$ cat src/rtl/seg7_pkg.sv
// Shared constants for the six-digit multiplexed 7-segment clock display.
// Segment patterns are active-low, ordered {g,f,e,d,c,b,a}.
package seg7_pkg;

   localparam int NUM_DIGITS = 6;

   localparam logic [6:0] SEG_0    = 7'b1000000;
   localparam logic [6:0] SEG_1    = 7'b1111001;
   localparam logic [6:0] SEG_2    = 7'b0100100;
   localparam logic [6:0] SEG_3    = 7'b0110000;
   localparam logic [6:0] SEG_4    = 7'b0011001;
   localparam logic [6:0] SEG_5    = 7'b0010010;
   localparam logic [6:0] SEG_6    = 7'b0000010;
   localparam logic [6:0] SEG_7    = 7'b1111000;
   localparam logic [6:0] SEG_8    = 7'b0000000;
   localparam logic [6:0] SEG_9    = 7'b0010000;
   localparam logic [6:0] SEG_DASH = 7'b0111111;
   localparam logic [6:0] SEG_OFF  = 7'b1111111;

   // Power-on time shown until the first frame-boundary snapshot: 12:00:00 AM.
   localparam logic [7:0] SNAP_HH_RST = 8'h12;
   localparam logic [7:0] SNAP_MM_RST = 8'h00;
   localparam logic [7:0] SNAP_SS_RST = 8'h00;

endpackage

$ cat src/rtl/bcd_to_seg7.sv
// Combinational BCD nibble to active-low 7-segment decoder.
// Non-decimal nibbles (10..15) show a dash.
module bcd_to_seg7
   import seg7_pkg::*;
(
   input  logic [3:0] bcd,
   output logic [6:0] seg_n
);

   always_comb begin
      seg_n = SEG_DASH;
      case (bcd)
         4'd0: seg_n = SEG_0;
         4'd1: seg_n = SEG_1;
         4'd2: seg_n = SEG_2;
         4'd3: seg_n = SEG_3;
         4'd4: seg_n = SEG_4;
         4'd5: seg_n = SEG_5;
         4'd6: seg_n = SEG_6;
         4'd7: seg_n = SEG_7;
         4'd8: seg_n = SEG_8;
         4'd9: seg_n = SEG_9;
         default: seg_n = SEG_DASH;
      endcase
   end

endmodule

$ cat src/rtl/seg7_scan_driver.sv
// Six-digit multiplexed 7-segment scan driver with frame-coherent time snapshot.
// Optional build macro SEG7_LEADING_ZERO_BLANK_EN blanks a leading zero in the hours tens digit.
module seg7_scan_driver
   import seg7_pkg::*;
#(
   parameter int SCAN_DIV = 1000,
   parameter int DEAD     = 4
) (
   input  logic       clk,
   input  logic       reset,
   input  logic       ena,
   input  logic [7:0] hh,
   input  logic [7:0] mm,
   input  logic [7:0] ss,
   input  logic       pm,
   output logic [5:0] an_n,
   output logic [6:0] seg_n,
   output logic       dp_n,
   output logic       frame_done
);

   localparam logic [15:0] CNT_LAST = 16'(SCAN_DIV - 1);
   localparam logic [15:0] DEAD_CNT = 16'(DEAD);
   localparam logic [2:0]  IDX_LAST = 3'(NUM_DIGITS - 1);

   logic [15:0] cnt;
   logic [2:0]  idx;
   logic [7:0]  snap_hh;
   logic [7:0]  snap_mm;
   logic [7:0]  snap_ss;
   logic        snap_pm;

   logic [3:0]  nib;
   logic [6:0]  seg_dec;
   logic        slot_end;
   logic        frame_end;
   logic        blank;
   logic        digit_on;
   logic [5:0]  an_nxt;
   logic [6:0]  seg_nxt;
   logic        dp_nxt;

   always_comb begin
      nib = snap_hh[7:4];
      case (idx)
         3'd0: nib = snap_ss[3:0];
         3'd1: nib = snap_ss[7:4];
         3'd2: nib = snap_mm[3:0];
         3'd3: nib = snap_mm[7:4];
         3'd4: nib = snap_hh[3:0];
         default: nib = snap_hh[7:4];
      endcase
   end

   bcd_to_seg7 u_dec (
      .bcd   (nib),
      .seg_n (seg_dec)
   );

   always_comb begin
      slot_end  = (cnt == CNT_LAST);
      frame_end = slot_end && (idx == IDX_LAST);
`ifdef SEG7_LEADING_ZERO_BLANK_EN
      blank = (idx == IDX_LAST) && (snap_hh[7:4] == 4'd0);
`else
      blank = 1'b0;
`endif
      // The first DEAD cycles of every slot keep all anodes off so the
      // previous digit's segments cannot ghost onto the new digit.
      digit_on = (cnt >= DEAD_CNT) && !blank;
      an_nxt   = 6'h3F;
      for (int i = 0; i < NUM_DIGITS; i++) begin
         if (digit_on && (idx == 3'(i))) an_nxt[i] = 1'b0;
      end
      seg_nxt = digit_on ? seg_dec : SEG_OFF;
      dp_nxt  = !(digit_on && (idx == 3'd0) && snap_pm);
   end

   always_ff @(posedge clk) begin
      if (reset) begin
         cnt        <= '0;
         idx        <= '0;
         snap_hh    <= SNAP_HH_RST;
         snap_mm    <= SNAP_MM_RST;
         snap_ss    <= SNAP_SS_RST;
         snap_pm    <= 1'b0;
         an_n       <= 6'h3F;
         seg_n      <= SEG_OFF;
         dp_n       <= 1'b1;
         frame_done <= 1'b0;
      end else if (ena) begin
         if (slot_end) begin
            cnt <= '0;
            idx <= (idx == IDX_LAST) ? 3'd0 : idx + 3'd1;
         end else begin
            cnt <= cnt + 16'd1;
         end
         // Snapshot only at the frame boundary so a frame never mixes two times.
         if (frame_end) begin
            snap_hh <= hh;
            snap_mm <= mm;
            snap_ss <= ss;
            snap_pm <= pm;
         end
         an_n       <= an_nxt;
         seg_n      <= seg_nxt;
         dp_n       <= dp_nxt;
         frame_done <= frame_end;
      end else begin
         an_n       <= 6'h3F;
         seg_n      <= SEG_OFF;
         dp_n       <= 1'b1;
         frame_done <= 1'b0;
      end
   end

endmodule

$ cat config.mk
export PLATFORM = sky130hd
export DESIGN_NAME = seg7_scan_driver
export DESIGN_NICKNAME = d
export VERILOG_FILES = /design/src/rtl/seg7_pkg.sv /design/src/rtl/bcd_to_seg7.sv /design/src/rtl/seg7_scan_driver.sv
export SDC_FILE = /design/constraint.sdc
export NUM_CORES = 1
export LEC_CHECK = 0
export CAP_MARGIN = 20
export CORE_ASPECT_RATIO = 1.75
export CORE_MARGIN = 2
export CORE_UTILIZATION = 31
export DETAILED_ROUTE_END_ITERATION = 7
export SLEW_MARGIN = 25
export SYNTH_ARGS = -nofsm -noshare
export SYNTH_HDL_FRONTEND = slang
export SYNTH_SLANG_ARGS = --single-unit
$ cat constraint.sdc
create_clock -name clk -period 5.6 [get_ports clk]
set_input_delay 1.68 -clock clk [delete_from_list [all_inputs] [get_ports clk]]
set_output_delay 1.68 -clock clk [all_outputs]
set_load 0.01 [all_outputs]
Word-level counts from Yosys, hierarchy flattened
Memory sizes are Yosys's and may differ from the RTL's. A register that Yosys moved wholly into a read port is not among the register bits.
Index checks and enable logic that the tools add are counted.
Operators by class
  add/subtract/negate cells: 2
  multiply operators: 0
  divide/modulo/power cells: 0
  magnitude comparators: 1
  equality and inequality tests: 6
  shift-type cells: 0
  muxes and demuxes: 9
  bitwise gates (word level): 2
  reduce and logical (&&, ||, !) cells: 14
Operators with widths (count)
  $pmux W4 S5: 1
  $add A16 B1 Y16 const B: 1
  $eq A16 B10 Y1 const B: 1
  $ge A16 B3 Y1 const B: 1
  $mux W16: 1
  $logic_and A1 B1 Y1: 8
  $eq A3 B2 Y1 const B: 2
  $eq A3 B3 Y1 const B: 2
  $mux W1: 6
  $reduce_and A2 Y1: 2
  $add A3 B1 Y3 const B: 1
  $eq A3 B1 Y1 const B: 1
  $logic_not A3 Y1: 1
  $mux W3: 1
  $reduce_or A3 Y1: 1
  $not A1 Y1: 2
  $reduce_or A2 Y1: 1
  $logic_not A1 Y1: 1
Storage, ports and cells
  register bits: 52
  latch bits: 0
  memory bits (writable): 0
  ROM bits: 112
  input port bits: 28
  output and inout port bits: 15
  memories: 1
Memory list
  (name not given): depth 16, bits a word 7, rd ports 1, clocked after memory_dff 1, wr ports 0, line bcd_to_seg7.sv:12  | case (bcd)

Depth between registers and ports, before layout
Gate-level depths: netlist of run 1.
  depth in word-level cells: 4
  depth in mapped cells: 11
  gate-level depth less buffers: 10

Modules after synthesis
Synthesis of run 1 repeated with hierarchy kept, for this count alone.
Second synthesis, totals
  cell total of the unflattened synthesis: 267
  area, all modules: 2551.2 um2
By module, submodules not included
  seg7_scan_driver: times used 1, cells each 236, area each 2327.2 um2, seq. area each 1181.1 um2
  bcd_to_seg7: times used 1, cells each 31, area each 224.0 um2, seq. area each 0.0 um2

Least setup slack after synthesis of run 1
OpenSTA, ideal clock, no wires.
  kind: input to register
  start point: in ena
  end point: reg snap_mm[0]
  library setup time: 0.143 ns
  arrival time: 2.723 ns
  required time: 5.457 ns
  slack: 2.734 ns
  stages: 7
  buffers on the path: 1
  path through: and2_1 -> nand3_2 -> nor3_4 -> nand2_1 -> clkbuf_1 -> nand2_1 -> a21oi_2
On the way
  cells in the longest elaborated chain, start to end: 1
RTL lines
  start: declaration: line seg7_scan_driver.sv:11  | input logic ena,
  $reduce_and A2 Y1 (no source line)
  end signal: assignment: line seg7_scan_driver.sv:101  | snap_mm <= mm;
  end: declaration: line seg7_scan_driver.sv:29  | logic [7:0] snap_mm;
No other way between the ends.
A chain may end at the register's enable or synchronous reset.

Final worst setup path of run 1
  start point: in ena
  end point: reg snap_ss[4]
On the way
  cells in the longest elaborated chain, start to end: 1
RTL lines
  $reduce_and A2 Y1 (no source line)
  end signal: assignment: line seg7_scan_driver.sv:102  | snap_ss <= ss;
  end: declaration: line seg7_scan_driver.sv:30  | logic [7:0] snap_ss;
No other way between the ends.

==> results of run 1 <==
[sequential cells by signal, indices dropped and copies added, names as in the netlist]
name and flops:
snap_mm 8, idx 3, snap_pm 1, frame_done 1, snap_hh 8, seg_n 7, dp_n 1, an_n 6
snap_ss 8, cnt 16
[critical path, delay by kind of cell]
| family | cells | cell delay, ns |
|---|---|---|
| and+or+nand+nor | 5 | 1.40 |
| buffers and inverters | 1 | 0.60 |
| AOI/OAI and AO/OA | 1 | 0.07 |
[power by group]
| part | leakage [nW] | internal (mW) | switching (mW) |
|---|---|---|---|
| Combinational | 0.597 | 0.0212 | 0.0132 |
| Clock | 0.165 | 0.410 | 0.186 |
| Sequential | 0.476 | 0.422 | 0.00292 |
[logic make-up (layout without fill, tap and decap cells)]
family	Yosys count	after routing
adder cells (fa/ha/maj)	7	7
buffers and inverters	21	67
flip-flops	59	59
XOR/XNOR	15	15
AND/OR/NAND/NOR	138	138
AO/OA/AOI/OAI	56	56
multiplexers	5	5
[layout make-up]
type / instances / share of cell area
Inverter: 7 / 0.00743
Clock inverter: 5 / 0.0212
Clock buffer: 11 / 0.0715
Sequential cell: 59 / 0.334
Timing Repair Buffer: 44 / 0.123
Multi-Input combinational cell: 221 / 0.401
Tap cell: 117 / 0.0414
[routing by layer]
layer / share of wire / wire length (microns)
met2: 0.53 / 3210
met5: 0 / 0
met1: 0.40 / 2470
met3: 0.040 / 247
met4: 0.029 / 180
[synthesized netlist by cell type, drive strengths merged, types with 2 or more instances]
library cell,number,area [sq um]
nand2,69,307
xor2,13,114
dfxtp,59,1180
o2111ai,2,17.5
nand3,7,40.0
a21oi,28,211
inv,7,26.3
a22oi,3,22.5
a21boi,2,15.0
and3,4,25.0
o211ai,3,27.5
nor3b,2,15.0
and2,5,33.8
nand4,6,37.5
buf,9,91.3
ha,6,75.1
nor3,4,31.3
o21a,3,23.8
xnor2,2,17.5
clkbuf,5,20.0
nand3b,4,30.0
nor4,3,25.0
or2,3,18.8
nor2,23,86.3
o21ai,6,30.0
mux2i,4,40.0
or3,2,12.5
[final timing paths]
kind                        startpoint                       to  slack (ns)
setup / recovery                   ena  snap_ss[4]$_SDFFE_PP0P_        2.04
hold / removal    snap_pm$_SDFFE_PP0P_          dp_n$_SDFF_PP1_        0.41
setup reg to reg   idx[2]$_SDFFE_PP0P_      seg_n[5]$_SDFF_PP1_        2.88
hold reg to reg   snap_pm$_SDFFE_PP0P_          dp_n$_SDFF_PP1_        0.41
==> flow_summary.ini, run 1 <==
[route]
drt_first_pass_iters = 4
vias = 2188
routedWlPerCell_microns = 13.2
drt_wl_total_microns = 6110
ant_nets = 0
drcViolationCount = 0
via_per_inst = 4.72
drtIter0Drc = 132

[yosys]
synth_edf_count = 0
synthCells = 301
synth_seq_cells = 59
avgSynthCellArea_sq_um = 9.10
yosys_warnings = 0
syn_nets = 335
syn_area_sq_mm = 0.00274
synth-adder-area-share = 0.0315
synth-xor-area-share = 0.0480
async_flop_share = 0
synth_compound_area_frac = 0.161
yosysUniqueCellTypes = 59
synth-main-ff-cell = dfxtp_1
ys_seq_area_frac = 0.431
muxShareOfSynthArea = 0.0187
synth_top_family_by_area = simple AND/OR/NAND/NOR gates
synthSimpleGateAreaFrac = 0.259

[clocking]
htreeDepth = 3
cts_made_buffers = 9
postCtsResizedCells = 0
clkTransAtPathRegs_ns = 0.05
cts_root_buf = clkbuf_16
clock_latency_ns = 0.33
clock_path_buffers = 2
post_cts_buffers = 0
cts_hold_buf = 0
clock-sinks = 59
cts_tree = done

[cells_and_area]
multi_input_area_sq_mm = 0.00142
layout.cells.most_common = dfxtp_1
drive_gt1_frac = 0.196
regArea_sq_mm = 0.00118
fin_area_sq_mm = 0.00354
syn_to_final_growth_pct = 29.1
diodes = 0
stdcell_count = 464
layout_common_cells = dfxtp_1, nand2_1, clkdlybuf4s50_1
postLayoutCoreUtil = 0.411
fill_cells = 871
finalNetCount = 376

[timing]
relSlewSlack = 0.480
setup_violations = 0
tightestPinTransition_ns = 0.778
final_max_slew_viol_count = 0
min_period_ns = 3.56
whs_ns = 0.406
fin_ws_ns = 2.04
timing.final.hold_violations = 0
period_share = 0.635
rsz0062_at_grt = false
fin_skew_ns = 0.00706
fin_tns_setup_ns = 0
max_freq_mhz = 281

[setup_path]
cp_max_fo = 25
crit_type = in -> reg
path_cells = clkdlybuf4s50_1 > and2_1 > nand3_2 > nor3_4 > nand2_1 > nand2_1 > a21oi_2
r2r_cells = 10
end_kind = register
crit_top_cell = nand2_1
critical-path-max-stage-delay_ns = 0.60
startpoint_type = primary input
arrival_ns = 3.76
worst_path_max_delay_cell = clkdlybuf4s50_1
critPathRequiredTime_ns = 5.80

[place]
place_congestion = 0.901
dp_hpwl_microns = 4390
dpl-instance-area_sq_mm = 0.00321
portBuffers = 42
dp_slack_ns = 1.68
dp_cells = 448

[grt]
grt.overflow.total = 0
grt_pass1_vias = 2230
busiest_layer = met2
met1_usage = 0.151
track_usage = 0.140
antenna_found_initial = 0
use_met3 = 0.0392
grt_max_degree = 32
grtUsageMet2 = 0.240
grt_first_pass_wirelength_microns = 10200

[worst_hold_path]
min_path_cells = 1
worstHoldPathType = reg -> reg

[floorplanning]
std_cell_rows = 45
initial_core_util = 0.318
die_y_microns = 128
io_pins = 43
core-area_sq_mm = 0.00861
die_w_microns = 75.1
die-area_sq_mm = 0.00963

[run_status]
status = finished, final reports clean

[power_and_ir_drop]
vdd_drop_max_mv = 0.178
leakagePower_nw = 1.24
power.density_mw_per_mm2 = 299
power_mw = 1.06

[run]
maxCapViolCount = 0
Power figures use the tool's default switching activity.
==> run 2, diff against run 1 <==
==> constraint.sdc (replaced) <==
create_clock -name clk -period 3.3 [get_ports clk]
set_input_delay 0.99 -clock clk [delete_from_list [all_inputs] [get_ports clk]]
set_output_delay 0.99 -clock clk [all_outputs]
set_load 0.01 [all_outputs]
==> flow_summary.ini, run 2 (synthesis results as in run 1) <==
[timing]
rsz0062_at_grt = false
setup_violations = 0
min_period_ns = 2.70
period_share = 0.819
fin_skew_ns = 0.00746
relSlewSlack = 0.573
whs_ns = 0.399
tightestPinTransition_ns = 0.639
fin_tns_setup_ns = 0
final_max_slew_viol_count = 0
fin_ws_ns = 0.599
max_freq_mhz = 370
timing.final.hold_violations = 0

[cells_and_area]
finalNetCount = 377
drive_gt1_frac = 0.193
fill_cells = 898
layout.cells.most_common = dfxtp_1
layout_common_cells = dfxtp_1, nand2_1, clkdlybuf4s50_1
largest_reg_flops = 16
stdcell_count = 465
syn_to_final_growth_pct = 28.1
regArea_sq_mm = 0.00118
postLayoutCoreUtil = 0.407
diodes = 0
multi_input_area_sq_mm = 0.00142
largest-register = cnt

[grt]
grt_max_degree = 30
antenna_found_initial = 0
track_usage = 0.140
grt.overflow.total = 0
grt_pass1_vias = 2123
grt_first_pass_wirelength_microns = 10000

[place]
portBuffers = 42
dp_cells = 449
dp_slack_ns = 0.279
place_congestion = 0.870
dp_hpwl_microns = 4400

[worst_hold_path]
min_path_cells = 1
worstHoldPathType = reg -> reg

[floorplanning]
initial_core_util = 0.318
die-area_sq_mm = 0.00963
io_pins = 43
core-area_sq_mm = 0.00861
die_y_microns = 128
die_w_microns = 75.1
std_cell_rows = 45

[setup_path]
r2r-end = seg_n[5]$_SDFF_PP1_
arrival_ns = 2.96
startpoint_type = primary input
cp_max_fo = 26
end_kind = register
crit_path_start = ena
path_cells = clkdlybuf4s50_1 > and2_1 > nand3_2 > nor3_4 > and2_4 > nand2_1 > a21oi_1
crit_type = in -> reg
critical-path-max-stage-delay_ns = 0.61
r2r_cells = 10
worst_path_max_delay_cell = clkdlybuf4s50_1
reg2reg_from = idx[2]$_SDFFE_PP0P_
rrSetupSlack_ns = 0.66
critPathRequiredTime_ns = 3.56
worstSetupEndpoint = snap_hh[6]$_SDFFE_PP0P_

[clocking]
post_cts_buffers = 0
clock-sinks = 59
htreeDepth = 3
cts_made_buffers = 9
clock_path_buffers = 2
cts_tree = done
postCtsResizedCells = 0
cts_hold_buf = 0
clock_latency_ns = 0.33
cts_root_buf = clkbuf_16
clkTransAtPathRegs_ns = 0.05

[power_and_ir_drop]
leakagePower_nw = 1.22
vdd_drop_max_mv = 0.287
power.density_mw_per_mm2 = 476

[route]
via_per_inst = 4.65
drcViolationCount = 0
wl_met3_microns = 222
ant_nets = 0
drt_first_pass_iters = 4
wl_met2_microns = 3160
vias = 2162
m1WireLength_microns = 2430
routedWlPerCell_microns = 13.0
drt_wl_total_microns = 6030
top_layer = met4
drtIter0Drc = 168

[run_status]
status = finished, final reports clean

[run]
maxCapViolCount = 0
## run 2: layout make-up
type,instances,share of cell area
Sequential cell,59,0.337
Clock buffer,15,0.0820
Inverter,7,0.00749
Multi-Input combinational cell,221,0.405
Tap cell,117,0.0417
Timing Repair Buffer,45,0.126
Clock inverter,1,0.00143
## run 2: report_power, final
group,internal [mW],switching [mW],total (mW)
clock,0.588,0.301,0.889
sequential,0.717,0.00512,0.722
combinational,0.0361,0.0245,0.0606
total,1.34,0.331,1.67
## run 2: critical path, delay by kind of cell
| kind | cells | cell delay (ns) |
|---|---|---|
| buffers and inverters | 1 | 0.61 |
| AO/OA/AOI/OAI | 1 | 0.14 |
| AND/OR/NAND/NOR | 5 | 1.18 |
## run 2: per-layer routing
layer	vias up	track usage
li1	1124	-
met3	14	0.0298
met5	-	0
met4	0	0.0956
met1	984	0.156
met2	40	0.232
## run 2: worst min-delay path by stage
| stage | from | to | slack, ns |
|---|---|---|---|
| 5_1_grt | snap_pm$_SDFFE_PP0P_ | dp_n$_SDFF_PP1_ | 0.42 |
| 4_1_cts | snap_pm$_SDFFE_PP0P_ | dp_n$_SDFF_PP1_ | 0.40 |
| 2_1_floorplan | snap_pm$_SDFFE_PP0P_ | dp_n$_SDFF_PP1_ | 0.37 |
| 6_report | snap_pm$_SDFFE_PP0P_ | dp_n$_SDFF_PP1_ | 0.40 |
| 3_5_place_dp | snap_pm$_SDFFE_PP0P_ | dp_n$_SDFF_PP1_ | 0.39 |
| 3_3_place_gp | snap_pm$_SDFFE_PP0P_ | dp_n$_SDFF_PP1_ | 0.39 |
## run 2: per-stage QoR
step                      total power [mW]  cell area (sq um)
after floorplan                      0.754               2740
after global placement               0.797               3220
after detailed placement             0.797               3220
after CTS                             1.69               3510
after global routing                  1.73               3510
final                                 1.67               3510
